[src/rtl/ddr3_bclk_train_pkg.sv]
// Shared types and constants for the DDR3 BCLK-training controller and its tap sampler.
package ddr3_bclk_train_pkg;

  localparam int TAP_W_DEFAULT = 7;

  localparam logic [7:0] BAD_PATTERN_ZERO = 8'h00;
  localparam logic [7:0] BAD_PATTERN_ONES = 8'hFF;

  localparam logic DIR_INC = 1'b1;

  typedef enum logic [3:0] {
    ST_IDLE   = 4'd0,
    ST_LOAD   = 4'd1,
    ST_SETTLE = 4'd2,
    ST_SAMPLE = 4'd3,
    ST_EVAL   = 4'd4,
    ST_STEP   = 4'd5,
    ST_DECIDE = 4'd6,
    ST_CENTER = 4'd7,
    ST_DONE   = 4'd8,
    ST_FAIL   = 4'd9
  } train_state_t;

  // A stuck-low or stuck-high BCLK word means the sampler is not seeing edges at all.
  function automatic logic is_bad_pattern(input logic [7:0] word);
    return (word == BAD_PATTERN_ZERO) || (word == BAD_PATTERN_ONES);
  endfunction

endpackage

[src/rtl/ddr3_bclk_tap_sampler.sv]
// SAMPLE-phase comparator: after a start pulse, inspects SAMPLE_CYCLES RX words and
// reports whether the current tap saw one constant, toggling pattern with no eye flags.
module ddr3_bclk_tap_sampler
  import ddr3_bclk_train_pkg::*;
#(
  parameter int SAMPLE_CYCLES = 16
) (
  input  logic       i_clk,
  input  logic       i_rst,
  input  logic       i_start,
  input  logic [7:0] i_rx_data,
  input  logic       i_eye_early,
  input  logic       i_eye_late,
  output logic       o_done,
  output logic       o_stable
);

  localparam int CNT_W = $clog2(SAMPLE_CYCLES + 1);
  localparam logic [CNT_W-1:0] CNT_LAST = CNT_W'(SAMPLE_CYCLES - 1);

  logic             r_active;
  logic [CNT_W-1:0] r_cnt;
  logic [7:0]       r_word0;
  logic             r_ok;
  logic             r_done;
  logic             r_stable;

  logic w_flags;
  logic w_cycle_ok;
  logic w_ok_next;

  assign w_flags    = i_eye_early | i_eye_late;
  assign w_cycle_ok = (r_cnt == '0) ? (!is_bad_pattern(i_rx_data) && !w_flags)
                                    : ((i_rx_data == r_word0) && !w_flags);
  assign w_ok_next  = (r_cnt == '0) ? w_cycle_ok : (r_ok && w_cycle_ok);

  always_ff @(posedge i_clk) begin
    if (i_rst) begin
      r_active <= 1'b0;
      r_cnt    <= '0;
      r_word0  <= '0;
      r_ok     <= 1'b0;
      r_done   <= 1'b0;
      r_stable <= 1'b0;
    end else begin
      r_done <= 1'b0;
      if (i_start) begin
        r_active <= 1'b1;
        r_cnt    <= '0;
      end else if (r_active) begin
        if (r_cnt == '0) r_word0 <= i_rx_data;
        r_ok <= w_ok_next;
        // The verdict is registered together with done so the controller sees both at once.
        if (r_cnt == CNT_LAST) begin
          r_active <= 1'b0;
          r_done   <= 1'b1;
          r_stable <= w_ok_next;
        end else begin
          r_cnt <= r_cnt + 1'b1;
        end
      end
    end
  end

  assign o_done   = r_done;
  assign o_stable = r_stable;

endmodule

[src/rtl/ddr3_bclk_training_ctrl.sv]
// DDR3 BCLK-training controller: sweeps the IOD RX delay line, finds the longest stable
// window and parks at its centre. Define BCLK_TRAIN_DEBUG_EN to expose window/state debug.
module ddr3_bclk_training_ctrl
  import ddr3_bclk_train_pkg::*;
#(
  parameter int NUM_TAPS      = 128,
  parameter int TAP_W         = TAP_W_DEFAULT,
  parameter int SETTLE_CYCLES = 8,
  parameter int SAMPLE_CYCLES = 16,
  parameter int MIN_WINDOW    = 8
) (
  input  logic             i_fab_clk,
  input  logic             i_sync_rst,
  input  logic             i_start,
  input  logic [7:0]       i_rx_data,
  input  logic             i_eye_monitor_early,
  input  logic             i_eye_monitor_late,
  input  logic             i_delay_line_out_of_range,
  output logic             o_delay_line_load,
  output logic             o_delay_line_move,
  output logic             o_delay_line_direction,
  output logic             o_eye_monitor_clear_flags,
  output logic             o_busy,
  output logic             o_done,
  output logic             o_fail,
  output logic [TAP_W-1:0] o_tap_out
`ifdef BCLK_TRAIN_DEBUG_EN
  ,
  output logic [TAP_W-1:0] o_dbg_win_start,
  output logic [TAP_W:0]   o_dbg_win_len,
  output logic [3:0]       o_dbg_state
`endif
);

  localparam int LEN_W  = TAP_W + 1;
  localparam int SCNT_W = $clog2(SETTLE_CYCLES + 1);

  localparam logic [TAP_W-1:0]  TAP_LAST    = TAP_W'(NUM_TAPS - 1);
  localparam logic [LEN_W-1:0]  MIN_LEN     = LEN_W'(MIN_WINDOW);
  localparam logic [SCNT_W-1:0] SETTLE_LAST = SCNT_W'(SETTLE_CYCLES - 1);
  localparam logic [SCNT_W-1:0] SETTLE_CLR  = SCNT_W'(SETTLE_CYCLES - 2);

  train_state_t      r_state;
  logic [SCNT_W-1:0] r_settle_cnt;
  logic [TAP_W-1:0]  r_cur_tap;
  logic [TAP_W-1:0]  r_run_start;
  logic [LEN_W-1:0]  r_run_len;
  logic [TAP_W-1:0]  r_best_start;
  logic [LEN_W-1:0]  r_best_len;
  logic [LEN_W-1:0]  r_tgt;
  logic              r_phase;
  logic              r_tap_stable;
  logic              r_dl_load;
  logic              r_dl_move;
  logic              r_eye_clr;
  logic              r_busy;
  logic              r_done;
  logic              r_fail;
  logic [TAP_W-1:0]  r_tap_out;

  logic             w_smp_start;
  logic             w_smp_done;
  logic             w_smp_stable;
  logic [LEN_W-1:0] w_run_len_inc;
  logic [TAP_W-1:0] w_run_start_next;
  logic             w_best_upd;
  logic [LEN_W-1:0] w_center_sum;

  assign w_smp_start      = (r_state == ST_SETTLE) && (r_settle_cnt == SETTLE_LAST);
  assign w_run_len_inc    = r_run_len + 1'b1;
  assign w_run_start_next = (r_run_len == '0) ? r_cur_tap : r_run_start;
  // Best is refreshed while a run grows, so an open run is already closed when the sweep ends.
  assign w_best_upd       = r_tap_stable && (w_run_len_inc > r_best_len);
  assign w_center_sum     = {1'b0, r_best_start} + (r_best_len >> 1);

  ddr3_bclk_tap_sampler #(
    .SAMPLE_CYCLES(SAMPLE_CYCLES)
  ) u_sampler (
    .i_clk       (i_fab_clk),
    .i_rst       (i_sync_rst),
    .i_start     (w_smp_start),
    .i_rx_data   (i_rx_data),
    .i_eye_early (i_eye_monitor_early),
    .i_eye_late  (i_eye_monitor_late),
    .o_done      (w_smp_done),
    .o_stable    (w_smp_stable)
  );

  always_ff @(posedge i_fab_clk) begin
    if (i_sync_rst) begin
      r_state      <= ST_IDLE;
      r_settle_cnt <= '0;
      r_cur_tap    <= '0;
      r_run_start  <= '0;
      r_run_len    <= '0;
      r_best_start <= '0;
      r_best_len   <= '0;
      r_tgt        <= '0;
      r_phase      <= 1'b0;
      r_tap_stable <= 1'b0;
      r_dl_load    <= 1'b0;
      r_dl_move    <= 1'b0;
      r_eye_clr    <= 1'b0;
      r_busy       <= 1'b0;
      r_done       <= 1'b0;
      r_fail       <= 1'b0;
      r_tap_out    <= '0;
    end else begin
      r_dl_load <= 1'b0;
      r_dl_move <= 1'b0;
      r_eye_clr <= 1'b0;
      case (r_state)
        ST_IDLE: begin
          if (i_start) begin
            r_busy  <= 1'b1;
            r_state <= ST_LOAD;
          end
        end
        ST_LOAD: begin
          r_dl_load    <= 1'b1;
          r_cur_tap    <= '0;
          r_run_start  <= '0;
          r_run_len    <= '0;
          r_best_start <= '0;
          r_best_len   <= '0;
          r_settle_cnt <= '0;
          r_state      <= ST_SETTLE;
        end
        ST_SETTLE: begin
          r_eye_clr <= (r_settle_cnt == SETTLE_CLR);
          if (r_settle_cnt == SETTLE_LAST) begin
            r_settle_cnt <= '0;
            r_state      <= ST_SAMPLE;
          end else begin
            r_settle_cnt <= r_settle_cnt + 1'b1;
          end
        end
        ST_SAMPLE: begin
          if (w_smp_done) begin
            r_tap_stable <= w_smp_stable;
            r_state      <= ST_EVAL;
          end
        end
        ST_EVAL: begin
          if (r_tap_stable) begin
            r_run_len   <= w_run_len_inc;
            r_run_start <= w_run_start_next;
          end else begin
            r_run_len <= '0;
          end
          if (w_best_upd) begin
            r_best_len   <= w_run_len_inc;
            r_best_start <= w_run_start_next;
          end
          if ((r_cur_tap == TAP_LAST) || i_delay_line_out_of_range) r_state <= ST_DECIDE;
          else                                                      r_state <= ST_STEP;
        end
        ST_STEP: begin
          r_dl_move    <= 1'b1;
          r_cur_tap    <= r_cur_tap + 1'b1;
          r_settle_cnt <= '0;
          r_state      <= ST_SETTLE;
        end
        ST_DECIDE: begin
          if (r_best_len < MIN_LEN) begin
            r_fail  <= 1'b1;
            r_busy  <= 1'b0;
            r_state <= ST_FAIL;
          end else begin
            r_tgt     <= w_center_sum;
            r_dl_load <= 1'b1;
            r_cur_tap <= '0;
            r_phase   <= 1'b0;
            r_state   <= ST_CENTER;
          end
        end
        // Alternating phase keeps MOVE off the LOAD cycle and spaces pulses two cycles apart.
        ST_CENTER: begin
          if (i_delay_line_out_of_range) begin
            r_fail  <= 1'b1;
            r_busy  <= 1'b0;
            r_state <= ST_FAIL;
          end else if ({1'b0, r_cur_tap} == r_tgt) begin
            r_tap_out <= r_cur_tap;
            r_done    <= 1'b1;
            r_busy    <= 1'b0;
            r_state   <= ST_DONE;
          end else if (r_phase) begin
            r_dl_move <= 1'b1;
            r_cur_tap <= r_cur_tap + 1'b1;
            r_phase   <= 1'b0;
          end else begin
            r_phase <= 1'b1;
          end
        end
        ST_DONE, ST_FAIL: begin
          if (i_start) begin
            r_done  <= 1'b0;
            r_fail  <= 1'b0;
            r_busy  <= 1'b1;
            r_state <= ST_LOAD;
          end
        end
        default: r_state <= ST_IDLE;
      endcase
    end
  end

`ifdef BCLK_TRAIN_DEBUG_EN
  logic [TAP_W-1:0] r_dbg_win_start;
  logic [LEN_W-1:0] r_dbg_win_len;

  always_ff @(posedge i_fab_clk) begin
    if (i_sync_rst) begin
      r_dbg_win_start <= '0;
      r_dbg_win_len   <= '0;
    end else if (r_state == ST_LOAD) begin
      r_dbg_win_start <= '0;
      r_dbg_win_len   <= '0;
    end else if ((r_state == ST_EVAL) && w_best_upd) begin
      r_dbg_win_start <= w_run_start_next;
      r_dbg_win_len   <= w_run_len_inc;
    end
  end

  assign o_dbg_win_start = r_dbg_win_start;
  assign o_dbg_win_len   = r_dbg_win_len;
  assign o_dbg_state     = r_state;
`endif

  assign o_delay_line_load         = r_dl_load;
  assign o_delay_line_move         = r_dl_move;
  assign o_delay_line_direction    = DIR_INC;
  assign o_eye_monitor_clear_flags = r_eye_clr;
  assign o_busy                    = r_busy;
  assign o_done                    = r_done;
  assign o_fail                    = r_fail;
  assign o_tap_out                 = r_tap_out;

endmodule
[config.mk]
export PLATFORM = sky130hd
export DESIGN_NAME = ddr3_bclk_training_ctrl
export DESIGN_NICKNAME = d
export VERILOG_FILES = /design/src/rtl/ddr3_bclk_train_pkg.sv /design/src/rtl/ddr3_bclk_tap_sampler.sv /design/src/rtl/ddr3_bclk_training_ctrl.sv
export SDC_FILE = /design/constraint.sdc
export NUM_CORES = 1
export LEC_CHECK = 0
export ABC_AREA = 1
export CAP_MARGIN = 20
export CORE_ASPECT_RATIO = 0.7
export CORE_MARGIN = 5
export CORE_UTILIZATION = 50
export CTS_CLUSTER_SIZE = 30
export DETAILED_ROUTE_END_ITERATION = 16
export MAX_ROUTING_LAYER = met4
export PLACE_DENSITY = 0.8
export SYNTH_ARGS = -nofsm -noshare
export SYNTH_HDL_FRONTEND = slang
export SYNTH_SLANG_ARGS = --single-unit
[constraint.sdc]
create_clock -name i_fab_clk -period 2.9 [get_ports i_fab_clk]
set_input_delay 0.725 -clock i_fab_clk [delete_from_list [all_inputs] [get_ports i_fab_clk]]
set_output_delay 0.725 -clock i_fab_clk [all_outputs]
set_load 0.03 [all_outputs]
==> results.txt, run 1 <==
The share of the synthesized area in the top cell type is 0.3504. The initial antenna violation count is 0. The number of nets in the layout is 775. The clock latency reported for the late side of the worst-skew pair is 340 ps.

The die width came out at 127.8 µm. The hold path startpoint is r_run_len[6]. The per-cell via count in the routed design is 5.221. The data required time at the worst endpoint came out at 3170 ps.

In the final layout, the share of cells above drive strength 1 is 0.06873. STA classifies the critical path startpoint as a flip-flop. The number of DRC markers in iteration 0 is 322. The root buffer cell chosen for the clock tree is sky130_fd_sc_hd__clkbuf_16.

STA puts the critical path data arrival time at 2780 ps. The post-synthesis cell area is 4856 µm². The average instance in the mapped netlist occupies 6.763 µm². The number of hold violations in the final report came to 0.

The antenna diode instance count is 0. After detailed placement, the total cell area comes to 5180 µm². The number of remaining DRC errors is 0. The type of the tightest min-delay check is reg -> reg.

CTS built an H-tree with a depth of 3. The power per standard cell area came out at 695.8 nW/µm². The remaining global-route overflow came out at 0. After synthesis, the cell types taking the most area are sky130_fd_sc_hd__dfxtp_1 (35%), sky130_fd_sc_hd__nand2_1 (11%), sky130_fd_sc_hd__nor2_1 (9.1%). For the final routed database, the setup TNS stands at 0 ps. The core box area is 9572 µm². The worst register-to-register path begins at r_run_len[4]. The commonest register cell after synthesis is sky130_fd_sc_hd__dfxtp_1.

The worst setup slack for register-to-register paths is 400 ps. VDD sags by at most 0.0003334 V. The share of async-settable or async-resettable flops after synthesis is 0. The critical path is of the reg -> reg type. After clock tree synthesis, the clock-pin slew on the worst setup and hold paths is 60 ps.

The post-synthesis to final-layout area growth came out at 12.24%. The first-pass iteration count of the detailed router came out at 5. After routing the design area is 5450 µm². The sequential fraction of the synthesis area is 0.3504. The number of instances in the synthesized netlist is 718. Detailed placement finished with a half-perimeter wire length of 8.396 mm. The final weighted congestion of routability-driven global placement came out at 0.9464. STA classifies the critical path endpoint as a flip-flop. Derived from the worst setup path, the maximum achievable clock frequency is 399.3 MHz. Synthesis produced a netlist with a net count of 756. The number of global-route vias before repair came out at 4305. The flow ran to the end, and the final reports show no timing, DRC or antenna violations.

The maximum net fanout on the critical path came out at 15. Wires add up to 11.19 mm. The mean routed wirelength per cell came out at 12.86 µm. The leading area contributor after synthesis is sky130_fd_sc_hd__dfxtp_1. The clock skew after layout is 4.674 ps. The number of clock buffers added by TritonCTS is 9.

The number of primary I/O pins came out at 28. Row generation in the floorplan step produced 30 rows. In this run, distinct cell masters in the synthesized netlist total 44. The overall routing resource usage came out at 0.2050.

The post-synthesis register bit count came out at 85. The largest net degree at the start of global routing came out at 38. The worst hold path depth is 2. The hold-fix buffer count after cts came out at 0. The vias after detailed routing came out at 4542. Setup repair after global routing left no endpoint under its margin. The minimum period implied by the final worst setup slack is 2504 ps. The number of port buffers came out at 26.

The global-route wire length before repair is 19.50 mm. The number of gates resized after CTS came out at 0. The clock net sink count is 85. The vertical die dimension is 92.45 µm.

The static leakage power came out at 0.002461 µW. The path with the worst hold slack has its endpoint at r_run_len[6]. In this run, synthesis inferred 0 flip-flops with an integrated enable. The final-report max-slew violation count came out at 0. The final setup violation count is 0. The initial utilization of the core area, before any placement, comes to 0.5073. No sink is reached through more buffers than the 2 on the longest clock path. The detail route stage leaves a number of antenna-violating nets equal to 0. The worst register-to-register path ends at r_best_start[0]. The number of warning messages in the yosys log came out at 0. Measured in cells, the most critical reg-to-reg path has a length of 14. TritonCTS built the clock tree. Leaving out fill and tap cells, the most frequent cells in the layout are sky130_fd_sc_hd__nand2_1 (139), sky130_fd_sc_hd__nor2_1 (118), sky130_fd_sc_hd__inv_1 (88).

The fraction of the cycle the final worst path needs came out at 0.8636. Buffers added to address setup during post-CTS repair amount to 0. The number of violations of the max-capacitance limit came out at 0. Leaving out fill and tap cells, the most frequent cell in the layout is sky130_fd_sc_hd__nand2_1. The die covers 11810 µm².
==> worst max path at each step <==
| stage | startpoint | to | slack, ps | cells after the start |
|---|---|---|---|---|
| after floorplan | r_run_len[0] | r_best_start[0] | 720 | 15 |
| after global placement | r_run_len[0] | r_best_start[1] | 550 | 14 |
| after detailed placement | r_run_len[0] | r_best_start[0] | 410 | 13 |
| after CTS | r_run_len[0] | r_best_start[0] | 390 | 13 |
| after global routing | r_run_len[0] | r_best_start[2] | 160 | 14 |
| final | r_run_len[4] | r_best_start[0] | 400 | 14 |
==> through the flow <==
stage | total power, µW | hold slack, ps | utilization | instances | worst slack, ps
2_1_floorplan | 2434 | 442.3 | - | 718 | 716.6
3_3_place_gp | 2692 | 439.2 | 0.5412 | 854 | 554.8
3_5_place_dp | 2746 | 465.4 | 0.5412 | 854 | 410.7
4_1_cts | 3802 | 473.3 | 0.5694 | 870 | 388.6
5_1_grt | 4073 | 491.9 | 0.5694 | 870 | 156.1
6_report | 3792 | 470.3 | 0.5694 | 870 | 395.5
==> routing by layer <==
layer	GRT usage	share of wire
met3	0.04899	0.059
met5	-	0
met2	0.3084	0.44
met1	0.2752	0.49
met4	0.06007	0.013
==> critical path, stage by stage (launching register included) <==
cell                      delay [ps]
sky130_fd_sc_hd__dfxtp_1         450
sky130_fd_sc_hd__nand2_1          90
sky130_fd_sc_hd__nor3_1          250
sky130_fd_sc_hd__nand3_1         120
sky130_fd_sc_hd__nand2_1         100
sky130_fd_sc_hd__inv_1            60
sky130_fd_sc_hd__ha_1            290
sky130_fd_sc_hd__a21oi_1         170
sky130_fd_sc_hd__o21a_1          150
sky130_fd_sc_hd__nand2_1          60
sky130_fd_sc_hd__nand2_2         220
sky130_fd_sc_hd__nand2_2         130
sky130_fd_sc_hd__inv_2           190
sky130_fd_sc_hd__nor2_1           60
sky130_fd_sc_hd__nor2_1          100
==> synth_stat cells, types with 4 or more instances <==
cell / n
sky130_fd_sc_hd__ha_1: 23
sky130_fd_sc_hd__buf_2: 4
sky130_fd_sc_hd__a21oi_1: 57
sky130_fd_sc_hd__nand2_1: 139
sky130_fd_sc_hd__buf_6: 4
sky130_fd_sc_hd__nor2_1: 118
sky130_fd_sc_hd__inv_2: 6
sky130_fd_sc_hd__xor2_1: 11
sky130_fd_sc_hd__dfxtp_1: 85
sky130_fd_sc_hd__or2_2: 6
sky130_fd_sc_hd__o21ai_0: 34
sky130_fd_sc_hd__inv_1: 88
sky130_fd_sc_hd__o21ai_1: 4
sky130_fd_sc_hd__clkbuf_1: 11
sky130_fd_sc_hd__nand3_1: 61
sky130_fd_sc_hd__xnor2_1: 7
sky130_fd_sc_hd__nand2_2: 6
sky130_fd_sc_hd__nand4_1: 12
==> kinds of logic (layout without fill, tap and decap cells) <==
kind of cell | after synthesis | after routing | synth area share
xor+xnor | 18 | 18 | 0.03247
fa+ha+maj | 24 | 24 | 0.06339
compound gates | 112 | 112 | 0.1245
other cells | 1 | 1 | 0.0007723
simple gates | 361 | 361 | 0.3285
buf+inv | 117 | 141 | 0.09997
flops | 85 | 85 | 0.3504
==> state kept, by name (all words and copies together) (netlist names), 7 cells and up <==
signal / flops
r_run_len: 8
r_best_start: 7
u_sampler.r_word0: 8
r_tgt: 8
o_tap_out: 7
r_best_len: 8
r_run_start: 7
r_cur_tap: 7
==> where the power goes <==
group / leakage (µW) / total (µW) / internal, µW / switching, µW
logic: 0.00164 / 1340 / 467 / 871
registers: 0.000688 / 1410 / 1300 / 107
clock network: 0.000136 / 1050 / 601 / 449
total: 0.00246 / 3790 / 2370 / 1430
==> layout make-up <==
type | instances | area, µm²
Clock buffer | 12 | 246.5
Clock inverter | 4 | 23.77
Fill cell | 902 | 4121
Inverter | 95 | 359.1
Multi-Input combinational cell | 516 | 2669
Sequential cell | 85 | 1702
Tap cell | 128 | 160.2
Timing Repair Buffer | 30 | 290.3
Power figures use the tool's default switching activity.
==> run 2, diff against run 1 <==
--- a/config.mk
+++ b/config.mk
@@ -6,6 +6,7 @@
 export NUM_CORES = 1
 export LEC_CHECK = 0
 export ABC_AREA = 1
+export ABC_CLOCK_PERIOD_IN_PS = 2900
 export CAP_MARGIN = 20
 export CORE_ASPECT_RATIO = 0.7
 export CORE_MARGIN = 5
==> results of run 2 <==
Final layout, timing and power as in run 1 (identical DEF).
